--- src/rtl/uart_pkg.sv ---
// Shared UART definitions: frame state encoding and bit-period arithmetic,
// used by both the transmit and receive sides.
package uart_pkg;

    typedef enum logic [2:0] {
        ST_IDLE   = 3'd0,
        ST_START  = 3'd1,
        ST_DATA   = 3'd2,
        ST_PARITY = 3'd3,
        ST_STOP   = 3'd4
    } uart_state_e;

    // Clocks per line bit; integer truncation of the ratio.
    function automatic int calc_bit_cycles(input int clk_freq, input int baud_rate);
        return clk_freq / baud_rate;
    endfunction

endpackage

--- src/rtl/uart_tx_if.sv ---
// Byte handshake and line/status signals between an upstream byte source
// (master) and the UART transmitter (slave).
interface uart_tx_if;
    logic       i_valid;
    logic [7:0] i_data;
    logic       o_ready;
    logic       o_tx;
    logic       o_busy;
    logic       o_done;

    modport master (
        output i_valid,
        output i_data,
        input  o_ready,
        input  o_tx,
        input  o_busy,
        input  o_done
    );

    modport slave (
        input  i_valid,
        input  i_data,
        output o_ready,
        output o_tx,
        output o_busy,
        output o_done
    );
endinterface

--- src/rtl/en_uart_tx.sv ---
// Bit-period timer: counts 0..BIT_CYCLES-1 and wraps, with a one-cycle tick
// on the final count. restart_i realigns the period to a new frame.
module en_uart_tx #(
    parameter int BIT_CYCLES = 868
) (
    input  logic clk,
    input  logic rst,
    input  logic restart_i,
    output logic tick_o
);
    localparam int CW = (BIT_CYCLES > 1) ? $clog2(BIT_CYCLES) : 1;
    localparam logic [CW-1:0] LAST = CW'(BIT_CYCLES - 1);

    logic [CW-1:0] cnt_q, cnt_d;

    // Next count: wrap at the last count, or realign on restart.
    always_comb begin
        cnt_d = cnt_q + CW'(1);
        if (restart_i || (cnt_q == LAST)) begin
            cnt_d = '0;
        end
    end

    // Count register with synchronous reset.
    always_ff @(posedge clk) begin
        if (rst) begin
            cnt_q <= '0;
        end else begin
            cnt_q <= cnt_d;
        end
    end

    assign tick_o = (cnt_q == LAST);

endmodule

--- src/rtl/uart_tx.sv ---
// UART transmitter: accepts one byte per frame over a valid/ready handshake
// and shifts start, 8 data bits (LSB first), optional parity and 1-2 stop
// bits onto a registered, idle-high serial line.
//
//   state     | meaning
//   ----------+-------------------------------------------------
//   ST_IDLE   | line high, o_ready high, waiting for a byte
//   ST_START  | start bit (line low)
//   ST_DATA   | data bits 0..7, LSB first
//   ST_PARITY | parity bit (only reached when PARITY_EN=1)
//   ST_STOP   | stop bit(s) (line high), o_done on the final cycle
module uart_tx
    import uart_pkg::*;
#(
    parameter int CLK_FREQ   = 100000000,
    parameter int BAUD_RATE  = 115200,
    parameter int PARITY_EN  = 0,
    parameter int PARITY_ODD = 0,
    parameter int STOP_BITS  = 1
) (
    input logic     clk,
    input logic     rst,
    uart_tx_if.slave bus
);
    localparam int   BIT_CYCLES = calc_bit_cycles(CLK_FREQ, BAUD_RATE);
    localparam logic LAST_STOP  = (STOP_BITS == 2);

    if (!((STOP_BITS == 1) || (STOP_BITS == 2))) begin : g_bad_stop_bits
        $fatal(1, "uart_tx: STOP_BITS must be 1 or 2");
    end
    if (BIT_CYCLES < 1) begin : g_bad_bit_cycles
        $fatal(1, "uart_tx: CLK_FREQ must be at least BAUD_RATE");
    end

    uart_state_e state_q, state_d;
    logic [7:0]  data_q, data_d;
    logic [2:0]  bit_idx_q, bit_idx_d;
    logic        stop_idx_q, stop_idx_d;
    logic        tx_q, tx_d;
    logic        ready_q;
    logic        done;
    logic        tick;
    logic        accept;
    logic        parity_bit;

    assign accept     = bus.i_valid && ready_q;
    assign parity_bit = (^data_q) ^ (PARITY_ODD != 0);

    // The bit period starts fresh on the acceptance edge, so the start bit
    // lasts exactly one full period regardless of idle time.
    en_uart_tx #(
        .BIT_CYCLES(BIT_CYCLES)
    ) u_bit_timer (
        .clk      (clk),
        .rst      (rst),
        .restart_i(accept),
        .tick_o   (tick)
    );

    // Next-state, bit sequencing and line level for the coming cycle.
    always_comb begin
        state_d    = state_q;
        data_d     = data_q;
        bit_idx_d  = bit_idx_q;
        stop_idx_d = stop_idx_q;
        done       = 1'b0;

        case (state_q)
            ST_IDLE: begin
                if (accept) begin
                    state_d    = ST_START;
                    data_d     = bus.i_data;
                    bit_idx_d  = 3'd0;
                    stop_idx_d = 1'b0;
                end
            end
            ST_START: begin
                if (tick) begin
                    state_d   = ST_DATA;
                    bit_idx_d = 3'd0;
                end
            end
            ST_DATA: begin
                if (tick) begin
                    if (bit_idx_q == 3'd7) begin
                        state_d    = (PARITY_EN != 0) ? ST_PARITY : ST_STOP;
                        bit_idx_d  = 3'd0;
                        stop_idx_d = 1'b0;
                    end else begin
                        bit_idx_d = bit_idx_q + 3'd1;
                    end
                end
            end
            ST_PARITY: begin
                if (tick) begin
                    state_d    = ST_STOP;
                    stop_idx_d = 1'b0;
                end
            end
            ST_STOP: begin
                if (tick) begin
                    if (stop_idx_q == LAST_STOP) begin
                        state_d    = ST_IDLE;
                        stop_idx_d = 1'b0;
                        done       = 1'b1;
                    end else begin
                        stop_idx_d = 1'b1;
                    end
                end
            end
            default: begin
                state_d = ST_IDLE;
            end
        endcase

        // Line level is decided from the next state so the flop output
        // changes on the same edge as the state.
        case (state_d)
            ST_START:  tx_d = 1'b0;
            ST_DATA:   tx_d = data_d[bit_idx_d];
            ST_PARITY: tx_d = parity_bit;
            default:   tx_d = 1'b1;
        endcase
    end

    // State, latched byte, counters and registered line output.
    always_ff @(posedge clk) begin
        if (rst) begin
            state_q    <= ST_IDLE;
            data_q     <= '0;
            bit_idx_q  <= '0;
            stop_idx_q <= 1'b0;
            tx_q       <= 1'b1;
            ready_q    <= 1'b0;
        end else begin
            state_q    <= state_d;
            data_q     <= data_d;
            bit_idx_q  <= bit_idx_d;
            stop_idx_q <= stop_idx_d;
            tx_q       <= tx_d;
            ready_q    <= (state_d == ST_IDLE);
        end
    end

    assign bus.o_ready = ready_q;
    assign bus.o_tx    = tx_q;
    assign bus.o_busy  = (state_q != ST_IDLE);
    assign bus.o_done  = done;

endmodule

--- src/flat_wrapper.sv ---
// flat-port wrapper written by rule: the top's interface ports become plain ports
module uart_tx_flat import uart_pkg::*;
#(
    parameter int CLK_FREQ   = 100000000,
    parameter int BAUD_RATE  = 115200,
    parameter int PARITY_EN  = 0,
    parameter int PARITY_ODD = 0,
    parameter int STOP_BITS  = 1
)
  (clk, rst, bus_i_valid, bus_i_data, bus_o_ready, bus_o_tx, bus_o_busy, bus_o_done);
  uart_tx_if bus_i ();
  input logic clk;
  input logic rst;
  input wire logic [$bits(bus_i.i_valid)-1:0] bus_i_valid;
  input wire logic [$bits(bus_i.i_data)-1:0] bus_i_data;
  output wire logic [$bits(bus_i.o_ready)-1:0] bus_o_ready;
  output wire logic [$bits(bus_i.o_tx)-1:0] bus_o_tx;
  output wire logic [$bits(bus_i.o_busy)-1:0] bus_o_busy;
  output wire logic [$bits(bus_i.o_done)-1:0] bus_o_done;
  assign bus_i.i_valid = bus_i_valid;
  assign bus_i.i_data = bus_i_data;
  assign bus_o_ready = bus_i.o_ready;
  assign bus_o_tx = bus_i.o_tx;
  assign bus_o_busy = bus_i.o_busy;
  assign bus_o_done = bus_i.o_done;
  uart_tx #(.CLK_FREQ(CLK_FREQ), .BAUD_RATE(BAUD_RATE), .PARITY_EN(PARITY_EN), .PARITY_ODD(PARITY_ODD), .STOP_BITS(STOP_BITS)) u_core (.clk(clk), .rst(rst), .bus(bus_i));
endmodule
--- config.mk ---
export PLATFORM = sky130hd
export DESIGN_NAME = uart_tx_flat
export DESIGN_NICKNAME = d
export VERILOG_FILES = /design/src/rtl/uart_pkg.sv /design/src/rtl/uart_tx_if.sv /design/src/rtl/en_uart_tx.sv /design/src/rtl/uart_tx.sv /design/src/flat_wrapper.sv
export SDC_FILE = /design/constraint.sdc
export NUM_CORES = 1
export LEC_CHECK = 0
export ABC_AREA = 1
export CAP_MARGIN = 25
export CORE_ASPECT_RATIO = 0.7
export CORE_MARGIN = 2
export CORE_UTILIZATION = 30
export CTS_CLUSTER_DIAMETER = 30
export DETAILED_ROUTE_END_ITERATION = 10
export GPL_ROUTABILITY_DRIVEN = 1
export PLACE_DENSITY_LB_ADDON = 0.05
export SETUP_SLACK_MARGIN = 0.3
export SLEW_MARGIN = 20
export SYNTH_ARGS = -nofsm -noshare
export SYNTH_HDL_FRONTEND = slang
export SYNTH_HIERARCHICAL = 1
export SYNTH_SLANG_ARGS = --single-unit
--- constraint.sdc ---
create_clock -name clk -period 1.99 [get_ports clk]
set_clock_uncertainty 0.15 [all_clocks]
set_input_delay 0.597 -clock clk [delete_from_list [all_inputs] [get_ports clk]]
set_output_delay 0.597 -clock clk [all_outputs]
set_load 0.005 [all_outputs]
==> metrics.md <==
| Metric | Value |
|---|---|
| Status | finished, violations left |
| Failing checks | negative setup slack |
| Area contributors post-synth | dfxtp_1 35%, nand2_1 18%, nor2_1 6.9% |
| Min-delay src | u_core/u_bit_timer/cnt_q[0] |
| Area growth, synth to finish | 58.69% |
| Worst-path clk slew | 0.09 ns |
| Startpoint Class | flip-flop |
| Skew-Pair Late Insertion Delay | ~0.27 ns |
| Unique masters post-synth | 27 |
| First-pass GRT wire length | 6099 um |
| Total grt overflow | 0 |
| H-Tree Depth | 1 |
| Final WL | 3682 um |
| Layout Nets | roughly 300 |
| Total power | 1107 uW |
| 1st-iter DRT viols | 75 |
| Sequential cell area | 526.8 um^2 |
| Count leader, synth | nand2_1 |
| Worst R2R Setup Slack | 0.02 ns |
| WL/cell | 10.46 um |
| Vias | 1483 |
| Port bufs | 14 |
| Number of synthesized flops with an enable pin | 0 |
| Drt drc | 0 |
| Fin. max-slew vios | 0 |
| Hold Path Sink | u_core/u_bit_timer/cnt_q[0] |
| Simple-Gate Fraction of Synth Area | 40.63% |
| Row count | 21 |
| Worst EP arrival | around 1.3 ns |
| Register area share after synthesis | a little over a third |
| Final WS setup | -0.04012 ns |
| Synth cell count leaders | 69 x nand2_1, 27 x nor2_1, 26 x dfxtp_1, 21 x inv_1, 14 x nand3_1 |
| Diodes inserted | 0 |
| Max-Cap Viols | 0 |
| Final worst-path cycle share | 102.0% |
| Cts bufs inserted | 3 |
| Top-area cell type share of the netlist area | 35.43% |
| Post-route minimum period | 2.030 ns |
| Root Driver | clkbuf_8 |
| Share of post-route cells with drive strength above 1 | a little over two fifths |
| Yosys warns | 6 |
| Die boundary width | a little under 90 um |
| Predominant post-synthesis flop cell | dfxtp_1 |
| Achievable clock frequency | 492.6 MHz |
| Critical R2R Launch | u_core/u_bit_timer/cnt_q[1] |
| Worst hold path type | reg2reg |
| Syn_nets | 231 |
| Leak | 0.001012 uW |
| WHS | 0.3721 ns |
| Setup Viol. Count Final | 1 |
| Die area | 5481 um^2 |
| Post-Synth Adder-Cell Area | 2.555% |
| Critical R2R Capture | u_core/bus.o_tx |
| Count of final hold-check violations | 0 |
| CORE AREA | 4756 um^2 |
| R2R depth | 16 |
| Die height | 62.55 um |
| HPWL Detailed | 2753 um |
| Main combinational cell family by area after synthesis | simple AND/OR/NAND/NOR gates |
| CP Capture Type | output port |
| Syn avg cell area | 6.769 um^2 |
| CP required | around 1.2 ns |
| Fill cell count | 481 |
| Synth area leader | dfxtp_1 |
| Mapped Area | roughly 1500 um^2 |
| Largest net degree at the start of global routing | 14 |
| Initial Util | ~31% |
| Global placer's final weighted congestion | 0.8097 |
| Worst Hold Depth | 2 |
| Routed Antenna Nets | 0 |
| IO Pins | 15 |
| DRT Pass-1 Iters | 4 |
| Least-Margin Pin Slew | approximately 0.36 ns |
| XOR/XNOR Fraction of Synth Area | 6.559% |
| WS Path Type | reg2out |
| Synth async-reset ratio | 0% |
| Worst vdd ir | 0.0003185 V |
| Max Buffers Root-to-Sink | 2 |
| Routed vias/inst | between 4 and 5 |
| Synth Area in Compound Gates | 8.092% |
| RSZ-0062 raised after global routing | yes |
| Power per cell area | 475.0 nW/um^2 |
| Total GRT Usage | 13.88% |
| Sink Count | 26 |
| Post-synthesis mux area share | 0% |
| Cells after Synth | 217 |
| Vias in the first global route | 1334 |
| Max-slew headroom | roughly 76% |
| CTS tree | built |
| Critical path fanouts, max | 2 |
| Antenna violations before repair | 0 |
| #FFs+latches synth | 26 |
| Multi-input gate area | 1030 um^2 |
==> how the worst max path moves through the flow <==
stage / start / to / slack, ns / cells past startpoint
4_1_cts: u_core/u_bit_timer/cnt_q[0] / bus_o_done / -0.10 / 8
3_5_place_dp: bus_i_valid / u_core/bus.o_tx / -0.40 / 12
3_3_place_gp: bus_i_valid / u_core/bus.o_tx / -0.36 / 12
5_1_grt: u_core/u_bit_timer/cnt_q[1] / bus_o_done / -0.14 / 8
2_1_floorplan: u_core/u_bit_timer/cnt_q[1] / u_core/bus.o_tx / 0.12 / 17
6_report: u_core/u_bit_timer/cnt_q[1] / bus_o_done / -0.04 / 8
==> cells in the final DEF (no fill, tap or decap), types with 2 or more instances in the layout <==
cell	n
nor2_2	9
a21oi_1	11
nor2_4	8
buf_4	40
nand2_2	12
nand3_2	6
nor3_2	2
clkdlybuf4s50_1	9
a21oi_2	3
dfxtp_1	21
inv_2	9
dfxtp_2	5
buf_6	12
nand2_1	55
dlygate4sd2_1	3
ha_1	2
xnor2_1	7
nor2_1	16
nand3_1	11
clkbuf_8	3
inv_1	15
nand2_4	8
xor2_1	4
==> cells by family after synthesis <==
logic type	Yosys count
simple gates	131
buf+inv	26
flops	26
compound gates	20
xor+xnor	11
fa+ha+maj	3
==> report_power, final <==
part	total (uW)	switching (uW)	leakage, uW	internal, uW
Sequential	556	14.7	0.000213	542
Clock	294	159	0.0000216	136
Combinational	257	127	0.000777	129
Total	1110	300	0.00101	807
==> flip-flops by register name (all words and copies together), names as in the netlist <==
register	cells
u_core/bus.o_ready	1
u_core/state_q	3
u_core/bus.o_tx	1
u_core/u_bit_timer/cnt_q	10
u_core/bit_idx_q	3
u_core/data_q	8
==> timing repair <==
item | 4_1_cts | 5_1_grt
hold buffers | 0 | 0
gates cloned | 0 | 0
setup endpoints to repair | 29 | 9
buffers inserted | 5 | 6
pin swaps | 7 | 21
endpoints found under the hold margin | 0 | 0
gates resized for setup | 25 | 49
==> area by class of cell <==
| cell class | count | share of cell area (%) |
|---|---|---|
| Timing Repair Buffer | 65 | 23.89 |
| Clock buffer | 3 | 1.771 |
| Tap cell | 69 | 3.704 |
| Inverter | 24 | 3.865 |
| Multi-Input combinational cell | 165 | 44.18 |
| Sequential cell | 26 | 22.60 |
==> stage by stage <==
stage | setup slack (ns) | TNS [ns] | cells | util [%] | area [um^2]
6_report | -0.04012 | -0.04012 | 352 | 49.01 | 2331
5_1_grt | -0.1408 | -0.2758 | 352 | 49.01 | 2331
4_1_cts | -0.1017 | -0.1935 | 346 | 44.80 | 2131
3_5_place_dp | -0.4013 | -3.236 | 338 | 42.30 | 2012
3_3_place_gp | -0.3598 | -3.002 | 338 | 42.30 | 2012
2_1_floorplan | 0.1212 | 0 | 217 | - | 1500
==> routing by layer <==
metal	vias to the layer above	part of all wire (%)	GRT usage, %
li1	812	-	-
met4	0	0.49	2.308
met5	-	0	0
met2	32	40	18.94
met3	2	5.3	2.774
met1	637	54	22.35
==> critical path: stages, from the launching register on <==
cell	delay (ns)
dfxtp_2	0.36
ha_4	0.15
nand2_4	0.05
nor2_4	0.07
nand3_2	0.08
inv_2	0.09
inv_2	0.05
nor2_2	0.07
buf_2	0.11
Note: power is estimated with default switching activity, not from simulation.
